### src/rtl/sa_tile_scheduler.sv
// Tile sequencer for one 4x4 systolic array: walks m/n/k tiles, strobes flush/sync, hands results to writeback.
// Optional RUN watchdog enabled by defining SA_WATCHDOG_EN.
module sa_tile_scheduler #(
    parameter int unsigned TILE_IDX_W = 4,
    parameter int unsigned WD_LIMIT   = 16
) (
    input  logic                  clk,
    input  logic                  reset,
    input  logic                  start,
    input  logic [TILE_IDX_W-1:0] cfg_m_tiles,
    input  logic [TILE_IDX_W-1:0] cfg_n_tiles,
    input  logic [TILE_IDX_W-1:0] cfg_k_tiles,
    output logic                  busy,
    output logic                  finish,
    output logic                  op_req,
    input  logic                  op_ack,
    output logic [TILE_IDX_W-1:0] op_m,
    output logic [TILE_IDX_W-1:0] op_n,
    output logic [TILE_IDX_W-1:0] op_k,
    output logic                  sa_reset_n,
    output logic                  sa_flush_n,
    input  logic                  sa_done,
    output logic                  res_valid,
    input  logic                  res_ready,
    output logic [TILE_IDX_W-1:0] res_m,
    output logic [TILE_IDX_W-1:0] res_n,
    output logic                  err
);

    localparam int unsigned WD_W = $clog2(WD_LIMIT + 1);

    typedef enum logic [2:0] {
        S_IDLE, S_FETCH, S_FLUSH, S_SYNC, S_RUN, S_WB
    } state_t;

    state_t                r_state, w_state_nxt;
    logic [TILE_IDX_W-1:0] r_cfg_m, r_cfg_n, r_cfg_k;
    logic [TILE_IDX_W-1:0] w_cfg_m_nxt, w_cfg_n_nxt, w_cfg_k_nxt;
    logic [TILE_IDX_W-1:0] r_m, r_n, r_k, w_m_nxt, w_n_nxt, w_k_nxt;
    logic [TILE_IDX_W-1:0] r_res_m, r_res_n, w_res_m_nxt, w_res_n_nxt;
    logic                  r_busy, r_finish, r_op_req, r_sa_reset_n, r_sa_flush_n;
    logic                  r_res_valid, r_err;
    logic                  w_finish_nxt, w_err_nxt, w_wd_fire;
`ifdef SA_WATCHDOG_EN
    logic [WD_W-1:0]       r_wd_cnt, w_wd_cnt_nxt;
`endif

    // Next-state and next-output logic; outputs follow the state being entered.
    always_comb begin
        w_state_nxt  = r_state;
        w_cfg_m_nxt  = r_cfg_m;
        w_cfg_n_nxt  = r_cfg_n;
        w_cfg_k_nxt  = r_cfg_k;
        w_m_nxt      = r_m;
        w_n_nxt      = r_n;
        w_k_nxt      = r_k;
        w_res_m_nxt  = r_res_m;
        w_res_n_nxt  = r_res_n;
        w_finish_nxt = 1'b0;
        w_err_nxt    = r_err;
        w_wd_fire    = 1'b0;
`ifdef SA_WATCHDOG_EN
        w_wd_cnt_nxt = r_wd_cnt;
`endif
        case (r_state)
            S_IDLE: begin
                if (start && !r_err) begin
                    w_cfg_m_nxt = cfg_m_tiles;
                    w_cfg_n_nxt = cfg_n_tiles;
                    w_cfg_k_nxt = cfg_k_tiles;
                    w_m_nxt     = '0;
                    w_n_nxt     = '0;
                    w_k_nxt     = '0;
                    w_state_nxt = S_FETCH;
                end
            end
            S_FETCH: begin
                if (op_ack) w_state_nxt = (r_k == '0) ? S_FLUSH : S_SYNC;
            end
            S_FLUSH, S_SYNC: begin
`ifdef SA_WATCHDOG_EN
                w_wd_cnt_nxt = '0;
`endif
                w_state_nxt = S_RUN;
            end
            S_RUN: begin
                if (sa_done) begin
                    if (r_k == r_cfg_k) begin
                        w_res_m_nxt = r_m;
                        w_res_n_nxt = r_n;
                        w_state_nxt = S_WB;
                    end else begin
                        w_k_nxt     = r_k + TILE_IDX_W'(1);
                        w_state_nxt = S_FETCH;
                    end
                end
`ifdef SA_WATCHDOG_EN
                else if (r_wd_cnt == WD_W'(WD_LIMIT - 1)) begin
                    w_err_nxt   = 1'b1;
                    w_wd_fire   = 1'b1;
                    w_state_nxt = S_IDLE;
                end else begin
                    w_wd_cnt_nxt = r_wd_cnt + WD_W'(1);
                end
`endif
            end
            S_WB: begin
                if (res_ready) begin
                    w_k_nxt = '0;
                    if (r_n == r_cfg_n) begin
                        w_n_nxt = '0;
                        w_m_nxt = r_m + TILE_IDX_W'(1);
                    end else begin
                        w_n_nxt = r_n + TILE_IDX_W'(1);
                    end
                    if ((r_m == r_cfg_m) && (r_n == r_cfg_n)) begin
                        w_finish_nxt = 1'b1;
                        w_state_nxt  = S_IDLE;
                    end else begin
                        w_state_nxt  = S_FETCH;
                    end
                end
            end
            default: w_state_nxt = S_IDLE;
        endcase
    end

    always_ff @(posedge clk) begin
        if (reset) begin
            r_state      <= S_IDLE;
            r_cfg_m      <= '0;
            r_cfg_n      <= '0;
            r_cfg_k      <= '0;
            r_m          <= '0;
            r_n          <= '0;
            r_k          <= '0;
            r_res_m      <= '0;
            r_res_n      <= '0;
            r_busy       <= 1'b0;
            r_finish     <= 1'b0;
            r_op_req     <= 1'b0;
            r_sa_reset_n <= 1'b0;
            r_sa_flush_n <= 1'b1;
            r_res_valid  <= 1'b0;
            r_err        <= 1'b0;
`ifdef SA_WATCHDOG_EN
            r_wd_cnt     <= '0;
`endif
        end else begin
            r_state      <= w_state_nxt;
            r_cfg_m      <= w_cfg_m_nxt;
            r_cfg_n      <= w_cfg_n_nxt;
            r_cfg_k      <= w_cfg_k_nxt;
            r_m          <= w_m_nxt;
            r_n          <= w_n_nxt;
            r_k          <= w_k_nxt;
            r_res_m      <= w_res_m_nxt;
            r_res_n      <= w_res_n_nxt;
            r_busy       <= (w_state_nxt != S_IDLE);
            r_finish     <= w_finish_nxt;
            r_op_req     <= (w_state_nxt == S_FETCH);
            r_sa_reset_n <= (w_state_nxt != S_SYNC) && !w_wd_fire;
            r_sa_flush_n <= (w_state_nxt != S_FLUSH);
            r_res_valid  <= (w_state_nxt == S_WB);
            r_err        <= w_err_nxt;
`ifdef SA_WATCHDOG_EN
            r_wd_cnt     <= w_wd_cnt_nxt;
`endif
        end
    end

    assign busy       = r_busy;
    assign finish     = r_finish;
    assign op_req     = r_op_req;
    assign op_m       = r_m;
    assign op_n       = r_n;
    assign op_k       = r_k;
    assign sa_reset_n = r_sa_reset_n;
    assign sa_flush_n = r_sa_flush_n;
    assign res_valid  = r_res_valid;
    assign res_m      = r_res_m;
    assign res_n      = r_res_n;
    assign err        = r_err;

endmodule

### config.mk
export PLATFORM = sky130hd
export DESIGN_NAME = sa_tile_scheduler
export DESIGN_NICKNAME = d
export VERILOG_FILES = /design/src/rtl/sa_tile_scheduler.sv
export SDC_FILE = /design/constraint.sdc
export NUM_CORES = 1
export LEC_CHECK = 0
export CORE_ASPECT_RATIO = 1.25
export CORE_MARGIN = 1.5
export CORE_UTILIZATION = 35
export CTS_CLUSTER_DIAMETER = 80
export CTS_CLUSTER_SIZE = 12
export DETAILED_ROUTE_END_ITERATION = 8
export PLACE_DENSITY = 0.59
export REMOVE_ABC_BUFFERS = 1
export SYNTH_ARGS = -nofsm -noshare
export SYNTH_HDL_FRONTEND = slang
export SYNTH_SLANG_ARGS = --single-unit
### constraint.sdc
create_clock -name clk -period 2.27 [get_ports clk]
set_input_delay 0.3405 -clock clk [delete_from_list [all_inputs] [get_ports clk]]
set_output_delay 0.3405 -clock clk [all_outputs]
set_load 0.02 [all_outputs]
==> results of run 1 <==
[cells in the final DEF (no fill, tap or decap), types with 2 or more instances in the layout]
| cell | instances |
|---|---|
| nand2_1 | 31 |
| buf_4 | 6 |
| nand4_1 | 3 |
| dfxtp_1 | 41 |
| nor2b_1 | 4 |
| nor2_1 | 9 |
| a211o_1 | 3 |
| nor3_1 | 5 |
| ha_1 | 4 |
| mux2i_1 | 6 |
| clkdlybuf4s50_1 | 43 |
| xor2_1 | 4 |
| or3_1 | 3 |
| a21oi_1 | 23 |
| nand3_1 | 17 |
| a211oi_1 | 4 |
| xnor2_1 | 10 |
| inv_1 | 7 |
| or4_1 | 3 |
| a21o_1 | 2 |
| o21ai_0 | 13 |
| clkbuf_8 | 6 |
[sequential cells by signal, summed over array words and instances (netlist names), 3 cells and up]
signal,count
op_k,4
op_m,4
op_n,4
r_cfg_k,4
r_cfg_m,4
r_cfg_n,4
res_m,4
res_n,4
r_state,3
[path summary, 6_finish.rpt]
kind	from	to	slack, ps	cells after the start
min reg2reg	r_cfg_m[1]	r_cfg_m[1]	470	2
max reg2reg	r_state[0]	op_k[2]	280	4
min	r_cfg_m[1]	r_cfg_m[1]	470	2
max	start	op_k[2]	270	5
[Yosys cell counts, types with 2 or more instances]
master | number | area, um2
dfxtp_1 | 41 | 821
nand2_1 | 31 | 116
a21oi_1 | 23 | 115
nand3_1 | 17 | 85.1
o21ai_0 | 13 | 65.1
xnor2_1 | 10 | 87.6
nor2_1 | 9 | 33.8
clkbuf_1 | 8 | 30.0
inv_1 | 7 | 26.3
mux2i_1 | 6 | 60.1
nor3_1 | 5 | 25.0
a211oi_1 | 4 | 30.0
ha_1 | 4 | 50.1
nor2b_1 | 4 | 25.0
xor2_1 | 4 | 35.0
a211o_1 | 3 | 26.3
nand4_1 | 3 | 18.8
or3_1 | 3 | 18.8
or4_1 | 3 | 22.5
a21o_1 | 2 | 15.0
buf_2 | 2 | 10.0
[cells by family (layout without fill, tap and decap cells)]
kind of cell / count (synthesis) / count (layout)
AND/OR/NAND/NOR: 86 / 86
AO/OA/AOI/OAI: 57 / 57
XOR/XNOR: 14 / 14
adder cells (fa/ha/maj): 4 / 4
flip-flops: 41 / 41
other: 1 / 1
buffers and inverters: 19 / 65
multiplexers: 7 / 7
[tightest hold or removal path: stages, from the launching register on]
cell and delay, ps:
dfxtp_1 320, nand2_1 60, a21oi_1 50
[power by group through the flow]
stage | sequential, uW | combinational (uW) | clock [uW]
final | 784 | 291 | 611
after global routing | 789 | 322 | 658
after CTS | 785 | 294 | 625
after detailed placement | 801 | 293 | 0
after global placement | 801 | 290 | 0
after floorplan | 811 | 150 | 0
[per-layer routing]
metal  share of wire [%]  routed length [um]  global-route usage, %
met1                  47                2160                   20.2
met2                  46                2140                   25.3
met5                   0                   0                      0
met4                 3.8                 176                   10.7
met3                 3.2                 147                   2.21
[through the flow]
stage	total power, uW	hold WS, ps	setup slack (ps)
after detailed placement	1090	462	-6.85
after floorplan	961	410	437
after global routing	1770	485	151
after CTS	1700	472	267
final	1690	471	270
after global placement	1090	458	34.4
[layout make-up]
cell class	instances	area, um2
fill	568	2820
multi-input combinational	169	1040
inverter	7	26.3
clock buffer	7	86.3
timing repair buffer	50	495
tap	64	80.1
sequential	41	821
clock inverter	1	30.0
==> impl_metrics.ini, run 1 <==
[outcome]
status = finished clean

[yosys]
synth_compound_area_share_pct = 18.2
synth_edf_count = 0
synth_area_per_cell_um2 = 8.49
synthSimpleGateAreaFrac_pct = 22.9
muxShareOfSynthArea_pct = 3.67
ys_seq_elements = 41
synth_cell_types = 48
synth_cells = 229
async_flop_share_pct = 0
yosysSeqAreaShare_pct = 42.2
synth_ff_type = dfxtp_1
synthXorXnorAreaFrac_pct = 6.31
syn-cell-area_um2 = 1940
synthAdderAreaFrac_pct = 2.58
synth_top_family_by_area = simple AND/OR/NAND/NOR gates
yosysWarningCount = 0

[power]
pwr-share-clk_pct = 36.2
netSwitchingPower_uw = 444
leakage_uw = 0.000936
ir_drop_v = 0.000224
switching_share_pct = 26.3
powerDensity_nw_per_um2 = 653
seqPwrFrac_pct = 46.5
pwr-share-comb_pct = 17.3
p_int_uw = 1240

[detailed_routing]
num_vias = 1771
vias_per_cell = 5.22
drt_wl_total_um = 4620
drt_first_iter_violations = 98
post_drt_wl_per_cell_um = 13.6
antenna_left = 0
post-route-drc-count = 0
dr.pass1.iters = 4

[layout]
postLayoutCoreUtil_pct = 47.8
num-nets-final = 296
areaGrowthSynthToFinish_pct = 33.0
final_area_um2 = 2580
insertedDiodeCount = 0
finalNonFillerCells = 339
drive_gt1_share_pct = 6.91

[global_routing]
grt_pass1_wl_um = 7630
antenna_found_initial = 0
grt_start_max_net_pins = 36
grt_usage_pct = 15.9
overflow = 0
grt_pass1_vias = 1583

[die]
start_util_pct = 35.9
core-area_um2 = 5410
die_h_um = 86.3
die-area_um2 = 6010
io_pins = 45
die_w_um = 69.6
rows = 30

[sta]
rsz0062_at_grt = false
final_max_slew_viol_count = 0
hold_viol_final = 0
tns_ps = 0
fin_crit_ps = 2000
clock_skew_ps = 7.46
clock.fmax_mhz = 500
worst_slew_pin_slew_ps = 546
slew_headroom_pct = 63.5
setup_viol = 0
period_share_pct = 88.1

[clock_tree]
clk_latency_ps = 300
root_buffer = clkbuf_8
cts_buffer_depth = 2
clk_pin_slew_ps = 70
cts_tree = yes
cts_hold_buf = 0
cts_resized = 0
cts_inserted_buffers = 5
cts_sinks = 41
cts_setup_buffers = 0
ctsHtreeMaxLevel = 2

[worst_hold_path]
min_path_type = reg -> reg

[setup_path]
path_cells = clkdlybuf4s50_1, or3b_4, a21boi_0, a2111oi_0, mux2i_1
cp_top_family = compound AO/OA/AOI/OAI gates
required_ps = 2490
crit_arrival_ps = 2220
cp_max_fo = 4
crit_path_end_kind = flip-flop
cpMaxStageDelayCell = a2111oi_0
crit_path_start_kind = input port
slowest_delay_ps = 540
path_buf_inv = 1
critPathKind = in -> reg

[place]
routabilityCongestion = 0.817
placed_cells_incl_taps = 331
place_hpwl_um = 3320
numPortBuffers = 43
place_area_um2 = 2470

[flow_run]
maxCapViolations = 0
Power figures use the tool's default switching activity.
==> run 2, diff against run 1 <==
- clock period: 2.27 -> 2.03 ns (I/O delays scaled with it)
==> impl_metrics.ini, run 2 (synthesis gave the netlist of run 1 again) <==
[setup_path]
path_buf_inv = 0
critPathKind = reg -> reg
crit_path_start_kind = flip-flop
cpMaxStageDelayCell = or4_1
required_ps = 2250
reg2reg_setup_slack_ps = 200
path_cells = or3b_4, a21o_1, or4_1, a21boi_1
cp_max_fo = 14
slowest_delay_ps = 500
crit_arrival_ps = 2050
crit_path_end_kind = flip-flop
cp_top_family = simple AND/OR/NAND/NOR gates

[sta]
slew_headroom_pct = 66.5
clock_skew_ps = 10.4
period_share_pct = 90.2
final_max_slew_viol_count = 0
hold_viol_final = 0
rsz0062_at_grt = false
setup_viol = 0
clock.fmax_mhz = 546
fin_crit_ps = 1830
fin_ws_ps = 199
worst_slew_pin_slew_ps = 501

[power]
netSwitchingPower_uw = 495
switching_share_pct = 26.5
p_int_uw = 1370
powerDensity_nw_per_um2 = 697
pwr-share-clk_pct = 34.0
ir_drop_v = 0.000326
finalPower_uw = 1870
pwr-share-comb_pct = 19.3
seqPwrFrac_pct = 46.7
leakage_uw = 0.00100

[clock_tree]
ctsHtreeMaxLevel = 2
cts_resized = 0
clk_pin_slew_ps = 80
cts_hold_buf = 0
clk_latency_ps = 300
cts_buffer_depth = 2
root_buffer = clkbuf_8
cts_sinks = 41
cts_setup_buffers = 0
cts_inserted_buffers = 5
cts_tree = yes

[layout]
postLayoutCoreUtil_pct = 49.5
final_area_um2 = 2680
areaGrowthSynthToFinish_pct = 37.8
layout_common_cells = clkdlybuf4s50_1 (43), dfxtp_1 (41), nand2_1 (31)
num-nets-final = 310
layout_commonest_cell = clkdlybuf4s50_1
finalNonFillerCells = 352
insertedDiodeCount = 0
drive_gt1_share_pct = 11.5

[outcome]
status = finished clean

[worst_hold_path]
min_path_type = reg -> reg

[detailed_routing]
num_vias = 1790
drt_first_iter_violations = 110
post-route-drc-count = 0
antenna_left = 0
post_drt_wl_per_cell_um = 13.2
vias_per_cell = 5.09
dr.pass1.iters = 4
drt_wl_total_um = 4640

[global_routing]
grt_usage_pct = 15.7
grt_pass1_wl_um = 7640
grt_start_max_net_pins = 36
antenna_found_initial = 0
grt_pass1_vias = 1634
overflow = 0

[place]
numPortBuffers = 43
placed_cells_incl_taps = 345
place_hpwl_um = 3410
routabilityCongestion = 0.791
place_ws_ps = -136
place_area_um2 = 2570

[die]
io_pins = 45
rows = 30
die_w_um = 69.6
core-area_um2 = 5410
die-area_um2 = 6010
die_h_um = 86.3
start_util_pct = 35.9

[flow_run]
maxCapViolations = 0
run 2: cell count changes in the layout (fill, tap and decap cells not counted):
cell       before  now
a2111oi_1       0    1
buf_4           6   20
clkbuf_1        1    0
clkinv_2        0    1
a2111oi_0       1    0
clkbuf_8        6    5
run 2: tightest hold or removal path, cell delays in order (launching register included):
cell and delay (ps):
dfxtp_1 320, nand2_1 50, a21oi_1 50
run 2: power by group through the flow:
stage,Clock [uW],Sequential (uW),Combinational [uW]
finish,635,872,360
global route,681,878,396
CTS,656,872,363
detailed placement,0,891,362
global placement,0,891,359
floorplan,0,907,168
run 2: path summary, 6_finish.rpt:
check	startpoint	to	cells after the start
worst min-delay path	r_cfg_m[0]	r_cfg_m[0]	2
worst max-delay path	r_state[0]	op_m[3]	4
worst min register to register	r_cfg_m[0]	r_cfg_m[0]	2
worst max register to register	r_state[0]	op_m[3]	4
run 2: per-layer routing:
layer	track usage (%)	routed length, um
met1	19.8	2120
met3	2.91	156
met2	27.4	2310
met5	0	0
met4	4.72	47
run 2: metrics by stage:
step                hold WS [ps]  TNS (ps)
CTS                          474         0
floorplan                    374         0
global route                 486         0
finish                       470         0
global placement             457      -206
detailed placement           462      -364
run 2: layout make-up:
cell class	count	area, um2
fillers	550	2730
multi-input cells	169	1050
flip-flops and latches	41	821
repair buffers	64	601
well taps	64	80.1
clock buffers	5	68.8
clock inverters	2	35.0
inverters	7	26.3
